===== config.mk =====
export PLATFORM = sky130hd
export DESIGN_NAME = rgb565_tmds_encoder
export DESIGN_NICKNAME = d
export VERILOG_FILES = /design/src/rtl/rgb565_tmds_encoder.sv
export SDC_FILE = /design/constraint.sdc
export NUM_CORES = 1
export LEC_CHECK = 0
export BUFFER_PORTS_ARGS = -buffer_cell sky130_fd_sc_hd__buf_4
export CAP_MARGIN = 20
export CORE_AREA = 2 2 108 110
export DETAILED_ROUTE_END_ITERATION = 7
export DIE_AREA = 0 0 110 112
export PLACE_DENSITY = 0.8
export SYNTH_ARGS = -nofsm -noshare
export SYNTH_HDL_FRONTEND = slang
export SYNTH_SLANG_ARGS = --single-unit

===== constraint.sdc =====
create_clock -name pixel_clk -period 4.5 [get_ports pixel_clk]
set_input_delay 0.45 -clock pixel_clk [delete_from_list [all_inputs] [get_ports pixel_clk]]
set_output_delay 0.45 -clock pixel_clk [all_outputs]
set_load 0.005 [all_outputs]

===== src/rtl/rgb565_tmds_encoder.sv =====
// RGB565 pixel stream to three DVI/TMDS 10-bit symbols, each channel with its own running disparity.
// Latency is a fixed 3 clocks for data and control alike; the pipeline is free-running with no backpressure.
module rgb565_tmds_encoder #(
  parameter bit EXPAND_MODE = 1'b1,
  parameter bit HS_INVERT   = 1'b0,
  parameter bit VS_INVERT   = 1'b0
) (
  input  logic        pixel_clk,
  input  logic        sys_rst,
  input  logic        video_hs,
  input  logic        video_vs,
  input  logic        video_de,
  input  logic [15:0] video_rgb,
  output logic [9:0]  tmds_ch0,
  output logic [9:0]  tmds_ch1,
  output logic [9:0]  tmds_ch2,
  output logic        tmds_valid
);

  // Transition-minimising stage: q_m[8]=1 marks the XOR chain, 0 the XNOR chain.
  function automatic logic [8:0] qm_encode(input logic [7:0] d);
    logic [3:0] n1;
    logic       use_xnor;
    logic [8:0] qm;
    n1 = 4'd0;
    for (int i = 0; i < 8; i++) n1 = n1 + {3'd0, d[i]};
    use_xnor = (n1 > 4'd4) || ((n1 == 4'd4) && !d[0]);
    qm    = '0;
    qm[0] = d[0];
    for (int i = 1; i < 8; i++) qm[i] = use_xnor ? ~(qm[i-1] ^ d[i]) : (qm[i-1] ^ d[i]);
    qm[8] = ~use_xnor;
    return qm;
  endfunction

  // Returns {next_cnt[4:0], symbol[9:0]}; cnt is 5-bit two's complement.
  function automatic logic [14:0] sym_encode(input logic       de,
                                             input logic       c1,
                                             input logic       c0,
                                             input logic [8:0] qm,
                                             input logic [4:0] cnt);
    logic [3:0] n1;
    logic [4:0] diff;
    logic [4:0] cnt_nx;
    logic [9:0] sym;
    n1 = 4'd0;
    for (int i = 0; i < 8; i++) n1 = n1 + {3'd0, qm[i]};
    diff   = {n1, 1'b0} - 5'd8;  // n1 - n0
    cnt_nx = 5'd0;
    sym    = 10'd0;
    if (!de) begin
      case ({c1, c0})
        2'b00:   sym = 10'h354;
        2'b01:   sym = 10'h0AB;
        2'b10:   sym = 10'h154;
        default: sym = 10'h2AB;
      endcase
      cnt_nx = 5'd0;
    end else if ((cnt == 5'd0) || (n1 == 4'd4)) begin
      sym    = {~qm[8], qm[8], qm[8] ? qm[7:0] : ~qm[7:0]};
      cnt_nx = qm[8] ? (cnt + diff) : (cnt - diff);
    end else if ((!cnt[4] && (n1 > 4'd4)) || (cnt[4] && (n1 < 4'd4))) begin
      sym    = {1'b1, qm[8], ~qm[7:0]};
      cnt_nx = cnt + {3'd0, qm[8], 1'b0} - diff;
    end else begin
      sym    = {1'b0, qm[8], qm[7:0]};
      cnt_nx = cnt + diff - (qm[8] ? 5'd0 : 5'd2);
    end
    return {cnt_nx, sym};
  endfunction

  logic            s1_de_q, s1_de_d, s1_hs_q, s1_hs_d, s1_vs_q, s1_vs_d;
  logic [2:0][7:0] s1_col_q, s1_col_d;
  logic            s2_de_q, s2_de_d, s2_hs_q, s2_hs_d, s2_vs_q, s2_vs_d;
  logic [2:0][8:0] s2_qm_q, s2_qm_d;
  logic [2:0][9:0] ch_q, ch_d;
  logic [2:0][4:0] cnt_q, cnt_d;
  logic [1:0]      fill_q, fill_d;
  logic            valid_q, valid_d;

  always_comb begin
    s1_de_d = video_de;
    s1_hs_d = video_hs ^ HS_INVERT;
    s1_vs_d = video_vs ^ VS_INVERT;
    // Index 0 = blue, 1 = green, 2 = red, matching the output channel numbering.
    if (EXPAND_MODE) begin
      s1_col_d[2] = {video_rgb[15:11], video_rgb[15:13]};
      s1_col_d[1] = {video_rgb[10:5],  video_rgb[10:9]};
      s1_col_d[0] = {video_rgb[4:0],   video_rgb[4:2]};
    end else begin
      s1_col_d[2] = {video_rgb[15:11], 3'b000};
      s1_col_d[1] = {video_rgb[10:5],  2'b00};
      s1_col_d[0] = {video_rgb[4:0],   3'b000};
    end

    s2_de_d = s1_de_q;
    s2_hs_d = s1_hs_q;
    s2_vs_d = s1_vs_q;
    for (int c = 0; c < 3; c++) s2_qm_d[c] = qm_encode(s1_col_q[c]);

    {cnt_d[0], ch_d[0]} = sym_encode(s2_de_q, s2_vs_q, s2_hs_q, s2_qm_q[0], cnt_q[0]);
    {cnt_d[1], ch_d[1]} = sym_encode(s2_de_q, 1'b0, 1'b0, s2_qm_q[1], cnt_q[1]);
    {cnt_d[2], ch_d[2]} = sym_encode(s2_de_q, 1'b0, 1'b0, s2_qm_q[2], cnt_q[2]);

    fill_d  = fill_q;
    valid_d = valid_q;
    if (!valid_q) begin
      if (fill_q == 2'd2) valid_d = 1'b1;
      else                fill_d  = fill_q + 2'd1;
    end
  end

  always_ff @(posedge pixel_clk or posedge sys_rst) begin
    if (sys_rst) begin
      s1_de_q  <= 1'b0;
      s1_hs_q  <= 1'b0;
      s1_vs_q  <= 1'b0;
      s1_col_q <= '0;
      s2_de_q  <= 1'b0;
      s2_hs_q  <= 1'b0;
      s2_vs_q  <= 1'b0;
      s2_qm_q  <= '0;
      ch_q     <= '0;
      cnt_q    <= '0;
      fill_q   <= 2'd0;
      valid_q  <= 1'b0;
    end else begin
      s1_de_q  <= s1_de_d;
      s1_hs_q  <= s1_hs_d;
      s1_vs_q  <= s1_vs_d;
      s1_col_q <= s1_col_d;
      s2_de_q  <= s2_de_d;
      s2_hs_q  <= s2_hs_d;
      s2_vs_q  <= s2_vs_d;
      s2_qm_q  <= s2_qm_d;
      ch_q     <= ch_d;
      cnt_q    <= cnt_d;
      fill_q   <= fill_d;
      valid_q  <= valid_d;
    end
  end

  assign tmds_ch0   = ch_q[0];
  assign tmds_ch1   = ch_q[1];
  assign tmds_ch2   = ch_q[2];
  assign tmds_valid = valid_q;

endmodule


[After elaboration in Yosys (flattened, before gate mapping)]
Index checks and enable logic that the tools add are counted.
Word-level totals
  input bits: 21
  register bits: 105
Cells by class
  reductions and logical operators: 29
  add/sub/neg operators: 61
  multiplexer cells: 51
  order comparisons: 9
  equal/unequal tests: 9
  bitwise gates (word level): 53
Operator list (count)
  $add A4 B1 Y4: 24
  $mux W10: 9
  $mux W5: 12
  $pmux W10 S3: 1
  $sub A5 B5 Y5: 6
  $not A1 Y1: 29
  $add A3 B1 Y4: 6
  $eq A4 B3 Y1 const B: 6
  $gt A4 B3 Y1 const B: 6
  $mux W8: 3
  $not A8 Y8: 3
  $mux W1: 23
  $xor A1 B1 Y1: 21
  $add A2 B1 Y3: 6
  $add A5 B2 Y5: 3
  $add A5 B5 Y5: 3
  $logic_not A5 Y1: 3
  $sub A5 B2 Y5: 3
  $sub A5 B4 Y5 const B: 3
  $add A1 B1 Y2: 6
  $lt A4 B3 Y1 const B: 3
  $logic_and A1 B1 Y1: 9
  $logic_or A1 B1 Y1: 9
  $logic_not A1 Y1: 6
  6 further kinds: 9

[Depth between registers and ports, before layout]
Gate-level depths: netlist of the first run.
  depth in word-level cells: 29
  depth in mapped cells: 16
  gate-level depth less buffers: 16

[Worst setup path after synthesis of the first run]
OpenSTA, ideal clock, no wires.
  path kind: flip-flop to flip-flop
  start: reg s2_qm_q[0] (netlist name)
  end: reg ch_q (netlist bit tmds_ch0[0])
  clock period less this slack: 4.223 ns
  path buffers: 1
  setup slack: 0.277 ns
  cell stages (with the launch flop): 16
  data required time: 4.357 ns
  arrival time: 4.080 ns
  setup time: 0.143 ns
  cell sequence: dfrtp_1 -> fa_1 -> inv_1 -> fa_1 -> fa_1 -> inv_1 -> ha_1 -> fa_1 -> xor2_1 -> ha_1 -> nor3b_1 -> a31o_2 -> buf_2 -> mux2i_4 -> xnor2_1 -> a21oi_1
RTL lines
  start: declaration: line 74  | logic [2:0][8:0] s2_qm_q, s2_qm_d;
  start signal: assignment: line 134  | s2_qm_q <= s2_qm_d;
  end signal: assignment: line 135  | ch_q <= ch_d;
  end: declaration: line 75  | logic [2:0][9:0] ch_q, ch_d;

==> results of run 1 <==
## cell families (layout without fill, tap and decap cells)
kind of cell,Yosys count,in the layout,share of synthesized area (%)
flip-flops,94,94,38.9
AO/OA/AOI/OAI,72,72,7.64
XOR/XNOR,100,100,15.9
multiplexers,6,6,1.43
buffers and inverters,94,166,5.94
AND/OR/NAND/NOR,76,76,5.78
adder cells (fa/ha/maj),97,97,24.4
## worst max-delay path by stage
stage,startpoint,endpoint
2_1_floorplan,s2_qm_q[0],tmds_ch0[0]
3_3_place_gp,s2_qm_q[9],tmds_ch1[4]
3_5_place_dp,s2_qm_q[0],tmds_ch0[3]
4_1_cts,s2_qm_q[18],tmds_ch2[6]
5_1_grt,s2_qm_q[0],tmds_ch0[6]
6_report,s2_qm_q[18],tmds_ch2[0]
## layout make-up
type / instances / area [um2] / area share [%]
clock buffers: 11 / 233 / 3.30
clock inverters: 5 / 35.0 / 0.497
inverters: 85 / 320 / 4.55
multi-input cells: 351 / 3400 / 48.3
flip-flops and latches: 94 / 2350 / 33.4
well taps: 143 / 179 / 2.54
repair buffers: 65 / 526 / 7.46
## critical path, stage by stage (launching register included)
cell     delay (ps)
dfrtp_1         400
fa_1            550
inv_1            60
fa_1            450
fa_1            490
inv_1            40
ha_1            200
fa_2            340
xor2_1          200
ha_2            210
nor3b_1         130
buf_4           150
or2_2           300
o31a_1          310
buf_12          160
xor2_1          150
nor2_1           60
## flip-flops by register name, indices dropped and copies added (netlist names)
register    flops
cnt_q          12
s1_col_q       16
s1_hs_q         1
s2_de_q         1
tmds_ch0       10
s2_vs_q         1
s1_vs_q         1
s1_de_q         1
tmds_ch2       10
fill_q          2
tmds_ch1       10
s2_hs_q         1
s2_qm_q        27
tmds_valid      1
## Yosys cell counts (3+ instances only)
library cell / instances
inv_1: 85
o22ai_1: 4
a21oi_1: 27
nand2b_1: 3
xor2_1: 23
nor2_1: 30
o21bai_1: 5
nor3_1: 4
mux2i_1: 3
nand2_1: 22
xnor2_1: 70
a211oi_1: 11
nor3b_1: 6
a21o_1: 4
dfrtp_1: 94
clkbuf_1: 6
or2_2: 3
o21ai_0: 9
fa_1: 35
ha_1: 62
## through the flow
step | setup TNS [ps] | instance area, um2 | hold WS (ps)
after detailed placement | -636 | 6610 | 336
after global placement | 0 | 6610 | 334
after global routing | -259 | 7040 | 194
after floorplan | 0 | 6040 | 331
after CTS | 0 | 6930 | 205
final | 0 | 7040 | 215
## routing by layer
metal  wire (um)  share of wire, %  track usage (%)
met1        4900                44             27.3
met5           0                 0                0
met4         257               2.3             7.93
met3         346               3.1             3.69
met2        5600                50             32.3
## timing repair
action,in CTS,in global routing
setup buffers,3,7
setup endpoints to repair,11,32
pin swaps,0,6
gates resized for setup,0,12
hold endpoints to repair,0,0
==> results.ini, run 1 <==
[global_routing]
grt_start_max_net_pins = 49
grtUsageTotal_pct = 20.2
antenna_found_initial = 0
grt_pass1_vias = 4109
grt_overflow_total = 0
grt_pass1_wl_um = 19300

[route]
dr.first_iter.drc_count = 251
vias_per_cell = 5.09
vias = 3840
firstDrtPassIters = 4
routed_wl_um = 11100
drc = 0
wl_per_cell_um = 14.7
antenna_left = 0

[timing]
min_period_ps = 4360
relSlewSlack_pct = 38.0
clock-skew-final_ps = 5.00
max_freq_ghz = 0.230
tightest_slew_ps = 930
setup_viol = 0
rsz0062_at_grt = true
maxSlewViolCount = 0
fin_crit_sh_pct = 96.8
layout_setup_ws_ps = 143
report.final.hold_viol_count = 0

[final_layout]
drive_gt1_share_pct = 17.2
num-fill-cells = 836
layout_commonest_cell = dfrtp_1
nNetsFinal = 724
final_cells = 754
post-route-util_pct = 63.0
antenna_cells = 0
final_cell_mix = dfrtp_1 (94), inv_1 (84), xnor2_1 (66)
area_growth_syn_to_layout_pct = 16.5

[logic_synthesis]
synth_top_area_share_pct = 38.9
synth_seq_cells = 94
ys_warn_count = 0
syn_avg_cell_area_um2 = 11.2
synth_area_leaders = dfrtp_1 (39%), ha_1 (13%), fa_1 (12%), xnor2_1 (10%), inv_1 (5.3%)
ys_seq_area_share_pct = 38.9
synth_nets = 657
async_reset_ff_share_pct = 100
syn_inst = 539
synth_ff_type = dfrtp_1
synth-edff-count = 0
synth_top_cell_by_area = dfrtp_1
syn_area_mm2 = 0.00604
synth_cell_type_count = 44

[clock_tree]
cts_sinks = 94
h-tree-depth = 3
cts_hold_buf = 0
clk_pin_slew_ps = 60
tritoncts = built
cts_buffer_depth = 2
clockRootBuffer = clkbuf_16
clk_latency_ps = 340
cts_inserted_buffers = 9

[worst_setup_path]
start_kind = flop
crit_path_end_kind = flop
crit_required_ps = 4690
reg2regPathDepth = 16
crit_fanout = 9
critical_path_arrival_ps = 4540
r2r_slack_ps = 140
rr_startpoint = s2_qm_q[18]
timing.rr.end = tmds_ch2[0]
critPathKind = reg -> reg

[floorplan]
fp-row-count = 39
coreArea_mm2 = 0.0112
die_h_um = 112
die_w_um = 110
start_util_pct = 54.1
die-area_mm2 = 0.0123
io_pins = 52

[placement]
place.gp.congestion = 0.929
hpwl_um = 8520
dp_cells = 728
io_buffer_count = 51
place_ws_ps = -101

[worst_hold_path]
holdPathEnd = s1_col_q[14]
min_path_cells = 1
min_path_type = in -> reg
worstHoldStart = video_rgb[9]

[outcome]
status = complete, no violations

[job]
maxCapViolations = 0

Power of run 1 is left out: the tool's default activity adds up to more than one toggle a clock period on the data nets, which glitch-free logic cannot reach.
==> inputs of run 2 (changes only) <==
Settings changed: CORE_AREA 2 2 108 110 to 2 2 113 115, DIE_AREA 0 0 110 112 to 0 0 115 117, PLACE_DENSITY 0.8 to 0.74.
==> run 2 against run 1 <==
Against the previous run:
- via count down 0.83%
- sequential share of layout area fell by 0.24 points
- global-route usage is 2.0 points lower
- utilization fell by 5.4 points
- register-to-register slack improved by 50 ps
- flip-flop and latch count unchanged
- largest cell class unchanged
- highest routed layer unchanged
- final cell count increased by 0.40%
- fmax increased by 1.3%
==> results.ini, run 2 (synthesis gave the netlist of run 1 again) <==
[final_layout]
nNetsFinal = 721
layout_commonest_cell = dfrtp_1
largest_register_ffs = 27
final_cell_mix = dfrtp_1 (94), inv_1 (84), xnor2_1 (68)
largest-register = s2_qm_q
num-fill-cells = 984
final-seq-area_mm2 = 0.00235
largest_registers = s2_qm_q x27, s1_col_q x16, cnt_q x12
area_growth_syn_to_layout_pct = 17.4
multiInputGateArea_mm2 = 0.00342
drive_gt1_share_pct = 18.1
final_cells = 757
antenna_cells = 0

[worst_hold_path]
min_path_type = in -> async

[clock_tree]
clk_latency_ps = 340
cts_inserted_buffers = 9
cts_sinks = 94
cts_buffer_depth = 2
clockRootBuffer = clkbuf_16
cts_hold_buf = 0
clk_pin_slew_ps = 70
tritoncts = built
h-tree-depth = 3

[timing]
rsz0062_at_grt = false
maxSlewViolCount = 0
setup-tns-final_ps = 0
relSlewSlack_pct = 46.4
tightest_slew_ps = 803
clock-skew-final_ps = 6.88
setup_viol = 0
report.final.hold_viol_count = 0
fin_crit_sh_pct = 95.6
max_freq_ghz = 0.232
min_period_ps = 4300

[placement]
io_buffer_count = 51
dp_cells = 737
place.gp.congestion = 0.924
hpwl_um = 8540

[worst_setup_path]
crit_path_end_kind = flop
worst_path_most_repeated_cell = fa_1
max_stage_delay_ps = 590
crit_slowest_cell = fa_2
rr_startpoint = s2_qm_q[0]
cp_top_family = adder cells
start_kind = flop
critical_path_arrival_ps = 4490
startpoint = s2_qm_q[0]
crit_buf_inv = 3
crit_chain = fa_1, inv_1, fa_1, fa_1, inv_1, ha_1, fa_2, inv_1, fa_1, ha_1, xnor2_1, nor2_1, a211oi_1, a211oi_1
crit_required_ps = 4680
crit_fanout = 4
critPathKind = reg -> reg

[global_routing]
antenna_found_initial = 0
grt_start_max_net_pins = 59
grt_pass1_vias = 4136
grt_pass1_wl_um = 19100
grt_overflow_total = 0
grtUsageTotal_pct = 18.2

[route]
vias = 3808
vias_per_cell = 5.03
firstDrtPassIters = 4
wl_per_cell_um = 14.6
dr.first_iter.drc_count = 156
routed_wl_um = 11000
drc = 0
antenna_left = 0

[floorplan]
die_h_um = 117
die-area_mm2 = 0.0135
io_pins = 52
coreArea_mm2 = 0.0123
fp-row-count = 41
start_util_pct = 49.1
die_w_um = 115

[outcome]
status = complete, no violations

[job]
maxCapViolations = 0

run 2: worst paths after layout:
path | slack [ps] | cells after the start | end
worst max-delay path | 200 | 14 | cnt_q[3]
worst min-delay path | 60 | 2 | tmds_valid
worst max register to register | 200 | 14 | cnt_q[3]
worst min register to register | 350 | 0 | s2_hs_q
max in group asynchronous | 3400 | 4 | s2_qm_q[4]
min in group pixel_clk | 220 | 1 | s1_col_q[12]
run 2: layout make-up:
cell class	count	share of cell area (%)
clock buffers	11	3.56
clock inverters	4	0.794
inverters	85	4.51
multi-input cells	351	48.2
flip-flops and latches	94	33.2
well taps	150	2.65
repair buffers	62	7.09
run 2: timing repair:
action,in CTS,in global routing
gates resized for setup,0,20
buffers inserted,0,4
endpoints found under the setup margin,0,36
run 2: metrics by stage:
step	utilization, %	setup WS (ps)	hold WS (ps)	area (um2)
finish	57.6	197	61.5	7090
global placement	53.9	119	335	6630
detailed placement	53.9	43.2	335	6630
floorplan	-	277	331	6040
global route	57.6	2.19	83.6	7090
CTS	56.4	0.375	201	6940
run 2: worst reg2reg max path, stage by stage (launching register included):
cell and delay, ps:
dfrtp_1 400, fa_1 540, inv_1 50, fa_1 460, fa_1 500, inv_1 50
ha_1 200, fa_2 590, inv_1 90, fa_1 490, ha_1 240, xnor2_1 160
nor2_1 60, a211oi_1 240, a211oi_1 80
run 2: routing by layer:
| layer | share of wire, % | GRT usage [%] | up-vias |
|---|---|---|---|
| li1 | - | - | 1834 |
| met1 | 43 | 23.2 | 1884 |
| met2 | 51 | 31.4 | 75 |
| met3 | 4.3 | 3.04 | 15 |
| met4 | 1.6 | 6.83 | 0 |
| met5 | 0 | 0 | - |
Power of run 2 is left out for the same reason.
==> inputs of run 3 (changes only) <==
Clock period 4.5 ns to 3.8 ns, I/O delays scaled along.
==> run 3 against run 2 <==
Against the previous run:
- the run now ends with setup timing left
- register-to-register slack got worse by 660 ps
- fmax grew 0.89%
- clock-buffer cell count is 2 lower
- utilization rose by 6.8 points
- flip-flop and latch count unchanged
- non-clock buffer count grew 52
- hold slack better by 58 ps
- via count up 7.7%
- die area did not move
- routed wire length grew 15%
==> results.ini, run 3 (synthesis gave the netlist of run 1 again) <==
[floorplan]
fp-row-count = 41
coreArea_mm2 = 0.0123
die_w_um = 115
io_pins = 52
die_h_um = 117
start_util_pct = 49.1
die-area_mm2 = 0.0135

[route]
antenna_left = 0
wl_per_cell_um = 15.6
wl_met3_um = 383
vias = 4103
firstDrtPassIters = 4
dr_wl_met2_um = 6740
vias_per_cell = 5.07
dr.first_iter.drc_count = 163
drc = 0
highest_layer = met4
routed_wl_um = 12600
wl_met1_um = 5280

[worst_setup_path]
crit_chain = fa_1, inv_2, fa_1, fa_1, inv_2, ha_4, fa_2, ha_1, inv_2, fa_1, xnor2_1, a211oi_2, a211oi_1
max_stage_delay_ps = 560
crit_fanout = 4
crit_path_end_kind = flop
worst_path_most_repeated_cell = fa_1
crit_buf_inv = 3
critical_path_arrival_ps = 4500
crit_required_ps = 4040
crit_slowest_cell = fa_1
critPathKind = reg -> reg
cp_top_family = adder cells
start_kind = flop

[clock_tree]
cts_sinks = 94
h-tree-depth = 3
tritoncts = built
cts_buffer_depth = 2
cts_inserted_buffers = 9
clk_latency_ps = 360
clk_pin_slew_ps = 80
clockRootBuffer = clkbuf_16

[timing]
maxSlewViolCount = 0
setup_viol = 39
clock-skew-final_ps = 12.9
report.final.hold_viol_count = 0
rsz0062_at_grt = true
tightest_slew_ps = 995
min_period_ps = 4260
max_freq_ghz = 0.234
fin_crit_sh_pct = 112
relSlewSlack_pct = 33.2
layout_setup_ws_ps = -465

[final_layout]
area_growth_syn_to_layout_pct = 31.3
final_cell_mix = buf_4 (103), dfrtp_1 (94), inv_1 (70)
largest_registers = s2_qm_q x27, s1_col_q x16, cnt_q x12
largest-register = s2_qm_q
nNetsFinal = 773
largest_register_ffs = 27
drive_gt1_share_pct = 34.7
final_cells = 810
antenna_cells = 0
num-fill-cells = 923
layout_commonest_cell = buf_4
multiInputGateArea_mm2 = 0.00385
final-seq-area_mm2 = 0.00235

[worst_hold_path]
min_path_type = in -> reg

[outcome]
status = complete, but fails checks
violations = setup timing

[placement]
dp_cells = 781
hpwl_um = 9080
place_ws_ps = -418
place.gp.congestion = 0.908
io_buffer_count = 51

[global_routing]
grt_start_max_net_pins = 53
grt_pass1_wl_um = 20500
antenna_found_initial = 0
grtUsageTotal_pct = 19.9
grt_overflow_total = 0
grt_pass1_vias = 4329

[job]
maxCapViolations = 0

-- run 3: changes by cell type in the layout (fill, tap and decap cells not counted), sizes merged --
cell         before  now
buf              62  113
bufinv            1    0
clkinvlp          0    1
clkinv            4    1
dlygate4sd3       0    1
inv              84   90
clkbuf           11    9
-- run 3: metrics by stage --
step | setup TNS, ps | instance area (um2) | hold slack (ps) | util, %
2_1_floorplan | -5750 | 6230 | 331 | -
3_3_place_gp | -9480 | 7140 | 332 | 58.0
3_5_place_dp | -11960 | 7140 | 335 | 58.0
4_1_cts | -10680 | 7690 | 109 | 62.5
5_1_grt | -16820 | 7940 | 102 | 64.5
6_report | -11850 | 7940 | 120 | 64.5
-- run 3: what timing repair did --
action | in CTS | in global routing
setup buffers | 9 | 5
endpoints found under the setup margin | 39 | 40
hold buffers | 0 | 1
resized for setup | 31 | 47
hold endpoints to repair | 0 | 3
pin swaps | 24 | 35
gates cloned | 1 | 0
-- run 3: final timing paths --
path / slack (ps) / cells past startpoint / end / startpoint
max: -460 / 13 / cnt_q[8] / s2_qm_q[10]
min: 120 / 1 / s1_col_q[4] / video_rgb[1]
max reg2reg: -460 / 13 / cnt_q[8] / s2_qm_q[10]
min reg2reg: 350 / 0 / s2_hs_q / s1_hs_q
max in group asynchronous: 2520 / 5 / s2_qm_q[22] / sys_rst
min in group asynchronous: 440 / 3 / cnt_q[3] / sys_rst
-- run 3: cell type report --
cell class | instances | area share, %
Tap cell | 150 | 2.36
Clock inverter | 7 | 0.883
Inverter | 85 | 4.07
Timing Repair Buffer | 114 | 11.6
Sequential cell | 94 | 29.6
Clock buffer | 9 | 2.84
Multi-Input combinational cell | 351 | 48.6
-- run 3: per-layer routing --
metal / track usage, % / vias up
met5: 0 / -
met4: 8.43 / 0
met3: 3.30 / 19
met2: 34.1 / 76
met1: 25.1 / 2065
li1: - / 1943
Power of run 3 is left out for the same reason.
